**src/rtl/ibus_cksyn_div_if.sv**
```systemverilog
// Bus bundle for the sync-strobe divider: control from the host side, strobes
// and phase readback towards the bus interface units.
interface ibus_cksyn_div_if #(
  parameter int NCH = 2,
  parameter int RW  = 4
);
  logic [NCH-1:0]    en;
  logic [NCH*RW-1:0] ratio;
  logic              align;
  logic [NCH-1:0]    sync;
  logic [NCH-1:0]    sync_pre;
  logic [NCH*RW-1:0] phase;
  logic [NCH-1:0]    ratio_ack;

  modport master (output en, ratio, align, input sync, sync_pre, phase, ratio_ack);
  modport slave  (input en, ratio, align, output sync, sync_pre, phase, ratio_ack);
endinterface

```
**src/rtl/ibus_cksyn_div.sv**
```systemverilog
// NCH independent integer clock dividers that emit a sync strobe (plus a
// one-cycle lookahead) on the last main-clock cycle of each derived period.
module ibus_cksyn_div_ch #(
  parameter int RW = 4
) (
  input  logic          clk_ungated,
  input  logic          rst_a,
  input  logic          en,
  input  logic          align,
  input  logic [RW-1:0] ratio,
  output logic          sync,
  output logic          sync_pre,
  output logic          ratio_ack,
  output logic [RW-1:0] phase
);
  localparam logic [RW-1:0] ONE = RW'(1);

  logic [RW-1:0] cnt, act, cnt_nxt, act_nxt;
  logic [RW-1:0] eff, last, rat_eff;
  logic          en_q, ack_nxt, start, wrap;

  assign eff     = (act == '0) ? ONE : act;
  assign rat_eff = (ratio == '0) ? ONE : ratio;
  assign last    = eff - ONE;
  assign start   = en & ~en_q;
  assign wrap    = (cnt == last);

  // act only moves when cnt returns to 0, so cnt never exceeds last
  always_comb begin
    cnt_nxt = cnt;
    act_nxt = act;
    ack_nxt = 1'b0;
    if (!en || start) begin
      cnt_nxt = '0;
      act_nxt = ratio;
    end else if (align || wrap) begin
      cnt_nxt = '0;
      act_nxt = ratio;
      ack_nxt = (rat_eff != eff);
    end else begin
      cnt_nxt = cnt + ONE;
    end
  end

  always_ff @(posedge clk_ungated or negedge rst_a) begin
    if (!rst_a) begin
      cnt       <= '0;
      act       <= ONE;
      en_q      <= 1'b0;
      ratio_ack <= 1'b0;
    end else begin
      cnt       <= cnt_nxt;
      act       <= act_nxt;
      en_q      <= en;
      ratio_ack <= ack_nxt;
    end
  end

  // Strobes decode straight from flops; no input reaches an output unregistered
  assign sync     = en_q & wrap;
  assign sync_pre = en_q & ((eff == ONE) ? 1'b1 : (cnt == last - ONE));
  assign phase    = cnt;
endmodule

module ibus_cksyn_div #(
  parameter int NCH = 2,
  parameter int RW  = 4
) (
  input  logic                 clk_ungated,
  input  logic                 rst_a,
  ibus_cksyn_div_if.slave      bus
);
  logic [NCH-1:0]         sync, sync_pre, ratio_ack;
  logic [NCH-1:0][RW-1:0] phase;
  logic [NCH-1:0][RW-1:0] ratio;

  assign ratio = bus.ratio;

  for (genvar i = 0; i < NCH; i++) begin : g_ch
    ibus_cksyn_div_ch #(.RW(RW)) u_ch (
      .clk_ungated (clk_ungated),
      .rst_a       (rst_a),
      .en          (bus.en[i]),
      .align       (bus.align),
      .ratio       (ratio[i]),
      .sync        (sync[i]),
      .sync_pre    (sync_pre[i]),
      .ratio_ack   (ratio_ack[i]),
      .phase       (phase[i])
    );
  end

  assign bus.sync      = sync;
  assign bus.sync_pre  = sync_pre;
  assign bus.ratio_ack = ratio_ack;
  assign bus.phase     = phase;
endmodule

```
**src/flat_wrapper.sv**
```systemverilog
// flat-port wrapper written by rule: the top's interface ports become plain ports
module ibus_cksyn_div_flat 
#(
  parameter int NCH = 2,
  parameter int RW  = 4
)
  (clk_ungated, rst_a, bus_en, bus_ratio, bus_align, bus_sync, bus_sync_pre, bus_phase, bus_ratio_ack);
  ibus_cksyn_div_if #(.NCH(NCH), .RW(RW)) bus_i ();
  input  logic clk_ungated;
  input  logic rst_a;
  input wire logic [$bits(bus_i.en)-1:0] bus_en;
  input wire logic [$bits(bus_i.ratio)-1:0] bus_ratio;
  input wire logic [$bits(bus_i.align)-1:0] bus_align;
  output wire logic [$bits(bus_i.sync)-1:0] bus_sync;
  output wire logic [$bits(bus_i.sync_pre)-1:0] bus_sync_pre;
  output wire logic [$bits(bus_i.phase)-1:0] bus_phase;
  output wire logic [$bits(bus_i.ratio_ack)-1:0] bus_ratio_ack;
  assign bus_i.en = bus_en;
  assign bus_i.ratio = bus_ratio;
  assign bus_i.align = bus_align;
  assign bus_sync = bus_i.sync;
  assign bus_sync_pre = bus_i.sync_pre;
  assign bus_phase = bus_i.phase;
  assign bus_ratio_ack = bus_i.ratio_ack;
  ibus_cksyn_div #(.NCH(NCH), .RW(RW)) u_core (.clk_ungated(clk_ungated), .rst_a(rst_a), .bus(bus_i));
endmodule
```
**config.mk**
```make
export PLATFORM = sky130hd
export DESIGN_NAME = ibus_cksyn_div_flat
export DESIGN_NICKNAME = d
export VERILOG_FILES = /design/src/rtl/ibus_cksyn_div_if.sv /design/src/rtl/ibus_cksyn_div.sv /design/src/flat_wrapper.sv
export SDC_FILE = /design/constraint.sdc
export NUM_CORES = 1
export LEC_CHECK = 0
export ABC_AREA = 1
export ABC_CLOCK_PERIOD_IN_PS = 4400
export BUFFER_PORTS_ARGS = -buffer_cell sky130_fd_sc_hd__buf_2
export CORE_ASPECT_RATIO = 1.1
export CORE_UTILIZATION = 45
export DETAILED_ROUTE_END_ITERATION = 8
export GPL_ROUTABILITY_DRIVEN = 0
export GPL_TIMING_DRIVEN = 0
export PLACE_DENSITY = 0.74
export REMOVE_ABC_BUFFERS = 1
export SYNTH_ARGS = -nofsm -noshare
export SYNTH_HDL_FRONTEND = slang
export SYNTH_SLANG_ARGS = --single-unit
```
**constraint.sdc**
```tcl
create_clock -name clk_ungated -period 4.4 [get_ports clk_ungated]
set_clock_uncertainty 0.15 [all_clocks]
set_input_delay 0.66 -clock clk_ungated [delete_from_list [all_inputs] [get_ports clk_ungated]]
set_output_delay 0.66 -clock clk_ungated [all_outputs]
set_load 0.01 [all_outputs]
```
==> metrics.md <==
| Metric | Value |
|---|---|
| Worst skew pair latency | 0.31 ns |
| Detailed-route wire length per cell | 10.8 µm |
| Crit path arrival time | 2.09 ns |
| # setup viols final | 0 |
| I/O Buffers | 26 |
| Post-Syn Instances | 201 |
| YS warnings | 0 |
| DR vias | 1286 |
| Clk buf depth | 2 |
| Htree depth | 1 |
| Compound-Gate Fraction of Synth Area | 2.57% |
| Largest family of logic cells by synthesized area | simple AND/OR/NAND/NOR gates |
| Min Tclk post-route | 2.90 ns |
| Crit Path Max Fanout | 7 |
| Commonest non-fill, non-tap cell in the layout | nand2_1 |
| Layout cells sized above 1 | 27.9% |
| Hold/Removal Path Class | in2async |
| Cts hold-fix bufs | 0 |
| Pleak | 0.862 nW |
| CTS clk-pin slew, worst paths | 0.13 ns |
| Starting Density | 48.2% |
| Commonest non-fill, non-tap cells in the layout | nand2_1, buf_2, inv_1, nor2_1 |
| Maxcap violations | 0 |
| Reg-to-Reg Start | u_core.g_ch[0].u_ch.act[2] |
| Final hold vios | 0 |
| Max Fclk | 344 MHz |
| Crit path capture type | output port |
| Slew Limit Fails | 0 |
| RSZ-0062 raised after global routing | no |
| Final Worst Setup Slack | 1.50 ns |
| First-pass GRT wire length | 4820 µm |
| Initial antenna violation count | 0 |
| Total wire length | 2740 µm |
| Tot GR Track Use | 16.9% |
| Die width | 57.2 µm |
| # rows | 21 |
| Synth Area per Inst | 7.49 µm² |
| ANT nets after route | 0 |
| Slowest CP cell | dfrtp_1 |
| Drt via density | 5.08 |
| Crit-path cells | nor2_2 > nand2_1 > nand2_2 > ha_1 > xnor2_1 > nand4_4 > nor2_1 > buf_2 |
| Detail Placement HPWL | 2220 µm |
| TritonCTS buffer count | 3 |
| Vias in the first global route | 1166 |
| Grt total ovfl | 0 |
| Die Y | 62.7 µm |
| TNS Setup | 0 ns |
| Layout Utilization | 52.4% |
| Post-Synth XOR/XNOR Area | 8.14% |
| R2R Path End | u_core.g_ch[0].u_ch.act[2] |
| Die area | 3580 µm² |
| Final Cycle Share | 66.0% |
| Post-Synth Adder-Cell Area | 3.32% |
| Top-Level Pins | 27 |
| Status | finished, violations left |
| Post-synth cell types | 27 |
| Simple-gate area share of the yosys netlist | 40.4% |
| Drt drc | 9 |
| Post-CTS Setup Bufs | 0 |
| Worst slack, placed | 1.83 ns |
| Mapped cell area | 1510 µm² |
| CTS Sinks | 20 |
| Worst rel slew slack | 69.5% |
| Reg2reg path depth | 9 |
| DRT iter0 DRCs | 35 |
| Core area | 3130 µm² |
| Sequential fraction of the synthesis area | 33.4% |
| Final net count | 237 |
| FF+latch count, synth | 20 |
| N_diodes | 0 |
| Power per cell area | 289 nW/µm² |
| Clock tree from TritonCTS | done |
| Post_cts resized | 0 |
| Internal reg-to-reg setup slack | 2.33 ns |
| Failing checks | design-rule violations |
| CP startpoint kind | register |
| P&R area growth vs syn | 8.80% |
| Worst Path Required | 3.59 ns |
| Drt pass-1 iters | 9 |
| Worst stage delay on the critical path | 0.53 ns |
| Post-synthesis mux area share | 0% |
| Peak supply drop | 0.115 mV |
| Root buffer selected by CTS | clkbuf_4 |
| Largest net degree at the start of global routing | 21 |
| Slew @ Worst Pin | 0.457 ns |
| Category of the most critical setup path | reg2out |
==> routing by layer <==
metal	global-route usage, %	up-vias	wire length [µm]
met3	1.86	4	89
li1	-	662	-
met5	0	-	0
met1	21.7	594	1270
met2	29.9	26	1350
met4	4.57	0	27
==> through the flow <==
step                      area (µm²)  cells  hold slack (ns)  total power, mW
after floorplan                 1410    189            0.214            0.295
after global placement          1590    249            0.367            0.325
after detailed placement        1590    249            0.366            0.328
after CTS                       1640    253            0.141            0.480
after global routing            1640    253            0.166            0.505
final                           1640    253            0.127            0.474
==> synthesized netlist by cell type, drive strengths merged <==
| cell type | count | share of area, % |
|---|---|---|
| nor3 | 5 | 1.7 |
| nand4 | 9 | 4.7 |
| ha | 4 | 3.3 |
| xor2 | 8 | 4.7 |
| dfstp | 2 | 3.5 |
| nor2 | 30 | 9.3 |
| xnor2 | 6 | 3.5 |
| buf | 11 | 5.9 |
| o21ai | 4 | 1.3 |
| dfrtp | 18 | 30 |
| nand3 | 22 | 9.1 |
| nand2 | 54 | 16 |
| a21oi | 3 | 1.2 |
| inv | 24 | 6.0 |
| clkbuf | 1 | 0.25 |
==> kinds of logic after synthesis <==
family,Yosys count
AO/OA/AOI/OAI,7
XOR/XNOR,14
adder cells (fa/ha/maj),4
buffers and inverters,36
flip-flops,20
AND/OR/NAND/NOR,120
==> registers in the layout, summed over array words and instances, names as in the netlist <==
| name | cells |
|---|---|
| u_core.g_ch.u_ch.ratio_ack | 2 |
| u_core.g_ch.u_ch.en_q | 2 |
| u_core.g_ch.u_ch.phase | 8 |
| u_core.g_ch.u_ch.act | 8 |
==> critical path, delay by kind of cell (launching register included) <==
family / cells / cell delay, ns
flops: 1 / 0.53
buf+inv: 1 / 0.13
xor+xnor: 1 / 0.27
simple gates: 5 / 0.54
fa+ha+maj: 1 / 0.30
==> final cells by class <==
cell class                      instances  area [µm²]
Sequential cell                        20         503
Clock inverter                          1        30.0
Timing Repair Buffer                   26         130
Inverter                               24        90.1
Tap cell                               34        42.5
Fill cell                             324        1490
Multi-Input combinational cell        145         821
Clock buffer                            3        22.5
==> report_power, final <==
part	leakage, nW	switching, mW	internal [mW]
clock network	0.0279	0.0595	0.0921
logic	0.581	0.0699	0.0434
registers	0.253	0.0156	0.194
total	0.862	0.145	0.329
==> how the worst max path moves through the flow <==
| stage | start | to | depth (start not counted) |
|---|---|---|---|
| 2_1_floorplan | u_core.g_ch[0].u_ch.act[1] | bus_sync[0] | 7 |
| 3_3_place_gp | u_core.g_ch[0].u_ch.act[2] | bus_sync[0] | 8 |
| 3_5_place_dp | u_core.g_ch[0].u_ch.act[2] | bus_sync[0] | 8 |
| 4_1_cts | u_core.g_ch[0].u_ch.act[2] | bus_sync[0] | 8 |
| 5_1_grt | u_core.g_ch[1].u_ch.act[1] | bus_sync_pre[1] | 12 |
| 6_report | u_core.g_ch[0].u_ch.act[2] | bus_sync[0] | 8 |
(Power assumes the default switching activity.)
